==> config.mk <==
export PLATFORM = sky130hd
export DESIGN_NAME = mac_controller_flat
export DESIGN_NICKNAME = d
export VERILOG_FILES = /design/src/rtl/mac_controller_pkg.sv /design/src/rtl/mac_controller_if.sv /design/src/rtl/mac_counter.sv /design/src/rtl/mac_controller.sv /design/src/flat_wrapper.sv
export SDC_FILE = /design/constraint.sdc
export NUM_CORES = 1
export LEC_CHECK = 0
export ABC_AREA = 1
export CORE_UTILIZATION = 40
export CTS_BUF_LIST = sky130_fd_sc_hd__clkbuf_4 sky130_fd_sc_hd__clkbuf_8
export DETAILED_ROUTE_END_ITERATION = 10
export GPL_ROUTABILITY_DRIVEN = 1
export PLACE_DENSITY_LB_ADDON = 0.15
export REMOVE_ABC_BUFFERS = 1
export SLEW_MARGIN = 20
export SYNTH_ARGS = -nofsm -noshare
export SYNTH_HDL_FRONTEND = slang
export SYNTH_SLANG_ARGS = --single-unit
==> constraint.sdc <==
create_clock -name clk -period 2 [get_ports clk]
set_input_delay 0.2 -clock clk [delete_from_list [all_inputs] [get_ports clk]]
set_output_delay 0.2 -clock clk [all_outputs]
set_load 0.01 [all_outputs]
==> src/rtl/mac_controller_pkg.sv <==
// Shared state encoding and count width for the dot-product MAC controller.
// latency: n/a; backpressure: n/a.
package mac_controller_pkg;

    localparam int CNT_W = 8;

    typedef logic [CNT_W-1:0] cnt_t;

    typedef enum logic [2:0] {
        ST_IDLE  = 3'd0,
        ST_CLEAR = 3'd1,
        ST_LOAD  = 3'd2,
        ST_DRAIN = 3'd3,
        ST_DONE  = 3'd4
    } state_t;

endpackage

==> src/rtl/mac_controller_if.sv <==
// Run-control and operand handshake bundle between a host and the MAC controller.
// latency: n/a; backpressure: in_ready qualifies in_valid.
interface mac_controller_if;
    import mac_controller_pkg::*;

    logic start;
    cnt_t length;
    logic abort;
    logic in_valid;
    logic in_ready;
    logic op_enable;
    logic acc_enable;
    logic acc_clear;
    logic busy;
    logic done;
    cnt_t count;

    modport master (
        output start, length, abort, in_valid,
        input  in_ready, op_enable, acc_enable, acc_clear, busy, done, count
    );

    modport slave (
        input  start, length, abort, in_valid,
        output in_ready, op_enable, acc_enable, acc_clear, busy, done, count
    );

endinterface

==> src/rtl/mac_counter.sv <==
// Operand-pair counter: synchronous clear wins over increment, async reset.
// latency: count updates one edge after clr/inc; backpressure: none.
module mac_counter
    import mac_controller_pkg::*;
(
    input  logic clk,
    input  logic reset,
    input  logic clr,
    input  logic inc,
    output cnt_t count
);

    always_ff @(posedge clk or posedge reset) begin
        if (reset) begin
            count <= '0;
        end else if (clr) begin
            count <= '0;
        end else if (inc) begin
            count <= count + cnt_t'(1);
        end
    end

endmodule

==> src/rtl/mac_controller.sv <==
// Sequences clear/load/accumulate for one dot-product run of 'length' operand pairs.
// latency: op_enable same cycle as transfer, acc_enable one cycle later; backpressure: in_ready only in LOAD.
module mac_controller
    import mac_controller_pkg::*;
(
    input  logic             clk,
    input  logic             reset,
    mac_controller_if.slave  bus
);

    state_t state;
    state_t state_nxt;
    cnt_t   remaining;
    logic   acc_q;
    logic   xfer;
    logic   abort_act;
    logic   start_acc;

    always_comb begin
        abort_act = bus.abort &&
                    (state == ST_CLEAR || state == ST_LOAD || state == ST_DRAIN);
        // abort outranks a coincident transfer
        xfer      = (state == ST_LOAD) && bus.in_valid && !abort_act;
        start_acc = (state == ST_IDLE) && bus.start;
    end

    always_comb begin
        state_nxt = state;
        case (state)
            ST_IDLE:  if (bus.start) state_nxt = ST_CLEAR;
            ST_CLEAR: begin
                if (abort_act)               state_nxt = ST_IDLE;
                else if (remaining != '0)    state_nxt = ST_LOAD;
                else                         state_nxt = ST_DONE;
            end
            ST_LOAD: begin
                if (abort_act)                              state_nxt = ST_IDLE;
                else if (xfer && remaining == cnt_t'(1))    state_nxt = ST_DRAIN;
            end
            ST_DRAIN: state_nxt = abort_act ? ST_IDLE : ST_DONE;
            ST_DONE:  state_nxt = ST_IDLE;
            default:  state_nxt = ST_IDLE;
        endcase
    end

    always_ff @(posedge clk or posedge reset) begin
        if (reset) begin
            state     <= ST_IDLE;
            remaining <= '0;
            acc_q     <= 1'b0;
        end else begin
            state <= state_nxt;
            acc_q <= xfer;
            if (start_acc) begin
                remaining <= bus.length;
            end else if (xfer) begin
                remaining <= remaining - cnt_t'(1);
            end
        end
    end

    mac_counter u_counter (
        .clk   (clk),
        .reset (reset),
        .clr   (start_acc),
        .inc   (xfer),
        .count (bus.count)
    );

    assign bus.in_ready   = (state == ST_LOAD);
    assign bus.op_enable  = xfer;
    assign bus.acc_enable = acc_q && !abort_act;
    assign bus.acc_clear  = (state == ST_CLEAR);
    assign bus.busy       = (state != ST_IDLE);
    assign bus.done       = (state == ST_DONE);

endmodule

==> src/flat_wrapper.sv <==
// flat-port wrapper written by rule: the top's interface ports become plain ports
module mac_controller_flat import mac_controller_pkg::*;
  (clk, reset, bus_start, bus_length, bus_abort, bus_in_valid, bus_in_ready, bus_op_enable, bus_acc_enable, bus_acc_clear, bus_busy, bus_done, bus_count);
  mac_controller_if bus_i ();
  input  logic clk;
  input  logic reset;
  input wire logic [$bits(bus_i.start)-1:0] bus_start;
  input wire logic [$bits(bus_i.length)-1:0] bus_length;
  input wire logic [$bits(bus_i.abort)-1:0] bus_abort;
  input wire logic [$bits(bus_i.in_valid)-1:0] bus_in_valid;
  output wire logic [$bits(bus_i.in_ready)-1:0] bus_in_ready;
  output wire logic [$bits(bus_i.op_enable)-1:0] bus_op_enable;
  output wire logic [$bits(bus_i.acc_enable)-1:0] bus_acc_enable;
  output wire logic [$bits(bus_i.acc_clear)-1:0] bus_acc_clear;
  output wire logic [$bits(bus_i.busy)-1:0] bus_busy;
  output wire logic [$bits(bus_i.done)-1:0] bus_done;
  output wire logic [$bits(bus_i.count)-1:0] bus_count;
  assign bus_i.start = bus_start;
  assign bus_i.length = bus_length;
  assign bus_i.abort = bus_abort;
  assign bus_i.in_valid = bus_in_valid;
  assign bus_in_ready = bus_i.in_ready;
  assign bus_op_enable = bus_i.op_enable;
  assign bus_acc_enable = bus_i.acc_enable;
  assign bus_acc_clear = bus_i.acc_clear;
  assign bus_busy = bus_i.busy;
  assign bus_done = bus_i.done;
  assign bus_count = bus_i.count;
  mac_controller u_core (.clk(clk), .reset(reset), .bus(bus_i));
endmodule
==> results by group <==
Worst hold path
  • HP Class: input port to async pin

Drt
  • Post-DRT Antenna Nets: 0
  • Drt drc: 0
  • Drt initial violations: between 40 and 50
  • Router iterations before antenna repair: 4
  • WL/cell: approximately 12 µm
  • Final WL: between 3 and 4 mm
  • Via count: 1287
  • Vias per Instance: 4.875

Clocking
  • TritonCTS clock tree: yes
  • Root Driver: clkbuf_4
  • TritonCTS Buffers: 3
  • CTS Sinks: 20
  • CTS max path bufs: 2
  • Max H-tree Level: 1
  • Clock Pin Slew Worst Setup and Hold Paths: 0.12 ns
  • Worst-Skew Late Latency: roughly 0.3 ns

STA
  • Fmax: about 530 MHz
  • Final number of setup-violating endpoints: 0
  • Setup ws final: between 0.1 and 0.15 ns
  • Hold Fails Final Rpt: 0
  • Worst Skew: approximately 0.0011 ns
  • Fin crit period: approximately 1.9 ns
  • Final Max Slew Viols: 0
  • Setup TNS: 0 ns
  • Tcrit/Tclk final: 94.49%
  • Slew @ Worst Pin: about 0.3 ns
  • Final Hold Slack: 0.2341 ns
  • RSZ-0062 raised after global routing: no
  • Rel. slew slack: between 80% and 90%

Pwr
  • Internal power: between 1 and 1.5 mW
  • Pwr Density: 1143 nW/µm²
  • Clock power share: between 10% and 20%
  • Flop pwr share: between 30 and 40%
  • P_sw: ~0.89 mW
  • Sw Ratio: between 40% and 50%
  • Combinational power share: between 50% and 60%
  • Leakage power: 0.8727 nW
  • VDD IR max: 0.3925 mV

Setup path
  • Worst EP arrival: approximately 1.7 ns
  • Crit path launch type: flip-flop
  • Worst EP required: approximately 1.8 ns
  • Crit Path Max Fanout: 4
  • WS Path Type: flip-flop to output port
  • Worst setup EP type: output port

Logic synthesis
  • Register bit count reported by yosys: 20
  • Mapped cell area: approximately 1300 µm²
  • Sequential area share after synthesis: 37.59%
  • Syn Area/Cell: approximately 7 µm²
  • Post-Synthesis Cells: ~190
  • Largest area contributor in the netlist: dfrtp_1
  • Synth Warn #: 0
  • Largest cells by area after synthesis: dfrtp_1 (38%), nand2_1 (14%), nand3_1 (9.8%)
  • Synth top area share: roughly 38%
  • Synth unique cells: 26

Place
  • DPL Wire Length: approximately 2.3 mm
  • Dpl ws: about 0.27 ns
  • Global placement routability congestion: just under 0.8
  • # port buffers: 26

Global routing
  • Grt ovf: 0
  • GRT Total Usage: around a fifth
  • Initial antenna violation count: 0
  • First-pass GRT wire length: ~5.5 mm
  • Vias in the first global route: ~1200
  • Largest net degree at the start of global routing: 24

Finish
  • Fill count: ~330
  • Share of post-route cells with drive strength above 1: 10.00%
  • Diodes inserted: 0
  • FF/Latch Area: roughly 500 µm²
  • Final nets: roughly 240
  • Area growth, synth to finish: 28.20%
  • Area occupied by multi-input gates: 696.9 µm²

Floorplan
  • I/O pin total: 27
  • Die W: ~60 µm
  • Core ar.: 3103 µm²
  • Initial core utilization: 42.90%
  • DIE HEIGHT: 59.69 µm
  • DIE AREA: 3563 µm²
  • # rows: 20

Job
  • Max_cap viols: 0

Status
  • Outcome: complete, no violations
-- stage by stage --
| step | power [mW] | util, % | instance area, µm² | cells |
|---|---|---|---|---|
| detailed placement | 1.679 | 53.19 | 1650 | 258 |
| global placement | 1.651 | 53.19 | 1650 | 258 |
| finish | 1.951 | 55.00 | 1707 | 264 |
| global route | 2.155 | 55.00 | 1707 | 264 |
| floorplan | 1.349 | - | 1313 | 185 |
| CTS | 1.960 | 54.84 | 1702 | 264 |
-- Yosys cell counts, drive strengths merged --
cell type / instances
nor2: 22
inv: 30
dfrtp: 20
ha: 4
xor2: 4
buf: 2
o21bai: 1
nand2: 51
and2: 1
a21oi: 3
nor3: 1
o21ai: 12
nand3: 27
nand4: 6
or2: 2
clkinv: 1
-- kinds of logic (layout without fill, tap and decap cells) --
group                      Yosys count  count (layout)  share of synthesized area [%]
AOI/OAI and AO/OA                   16              16                          6.485
buffers and inverters               33              66                          10.43
and+or+nand+nor                    110             110                          39.10
DFF                                 20              20                          37.59
xor gates and xnor gates             4               4                          2.631
adders and majority gates            4               4                          3.760
-- critical path, cell delays in order, from the launching register on --
cell	delay, ns
dfrtp_2	0.45
buf_4	0.13
inv_2	0.03
nor2_4	0.09
nand4_4	0.09
clkinv_2	0.08
clkdlybuf4s50_1	0.53
-- flip-flops by register name (all words and copies together) (netlist names) --
name                    count
u_core.acc_q                1
u_core.remaining            8
u_core.state                3
u_core.u_counter.count      8
-- layer usage --
layer	up-vias	wire length (µm)	GRT usage, %
met3	2	89	2.597
li1	659	-	-
met4	0	17	6.977
met1	595	1540	26.73
met2	31	1560	34.60
met5	-	0	0
-- final cells by class --
type	count	area share, %
tap	44	3.226
inverter	31	7.038
multi-input combinational	134	40.84
clock buffer	4	2.126
timing repair buffer	31	17.38
sequential	20	29.40
-- cell usage in the layout, fill, tap and decap left out, types with 3 or more instances in the layout --
master	n
inv_1	27
nand2_1	50
buf_4	5
nand3_1	26
xor2_1	4
dfrtp_1	19
o21ai_0	10
a21oi_1	3
clkbuf_4	3
clkdlybuf4s50_1	25
nand4_1	5
nor2_1	20
ha_1	4
-- final timing paths --
| kind | from | endpoint | slack, ns | cells after the start |
|---|---|---|---|---|
| min in group clk | bus_length[5] | u_core.remaining[5] | 0.50 | 3 |
| setup / recovery | u_core.state[1] | bus_op_enable | 0.11 | 6 |
| hold reg to reg | u_core.remaining[7] | u_core.remaining[7] | 0.55 | 2 |
| max in group asynchronous | reset | u_core.state[1] | 1.54 | 3 |
| setup reg to reg | u_core.state[1] | u_core.remaining[0] | 0.50 | 7 |
| hold / removal | reset | u_core.u_counter.count[6] | 0.23 | 3 |
-- power groups by stage --
stage	combinational, mW	sequential [mW]	clock (mW)
finish	1.06	0.653	0.239
CTS	1.06	0.648	0.254
detailed placement	1.02	0.659	0
floorplan	0.716	0.634	0
global placement	0.999	0.652	0
global route	1.21	0.674	0.269
-- timing repair --
item,4_1_cts,5_1_grt
pin swaps,0,0
gates resized for setup,2,2
setup buffers,2,0
setup endpoints to repair,1,2
hold buffers,0,0
Note: power is estimated with default switching activity, not from simulation.
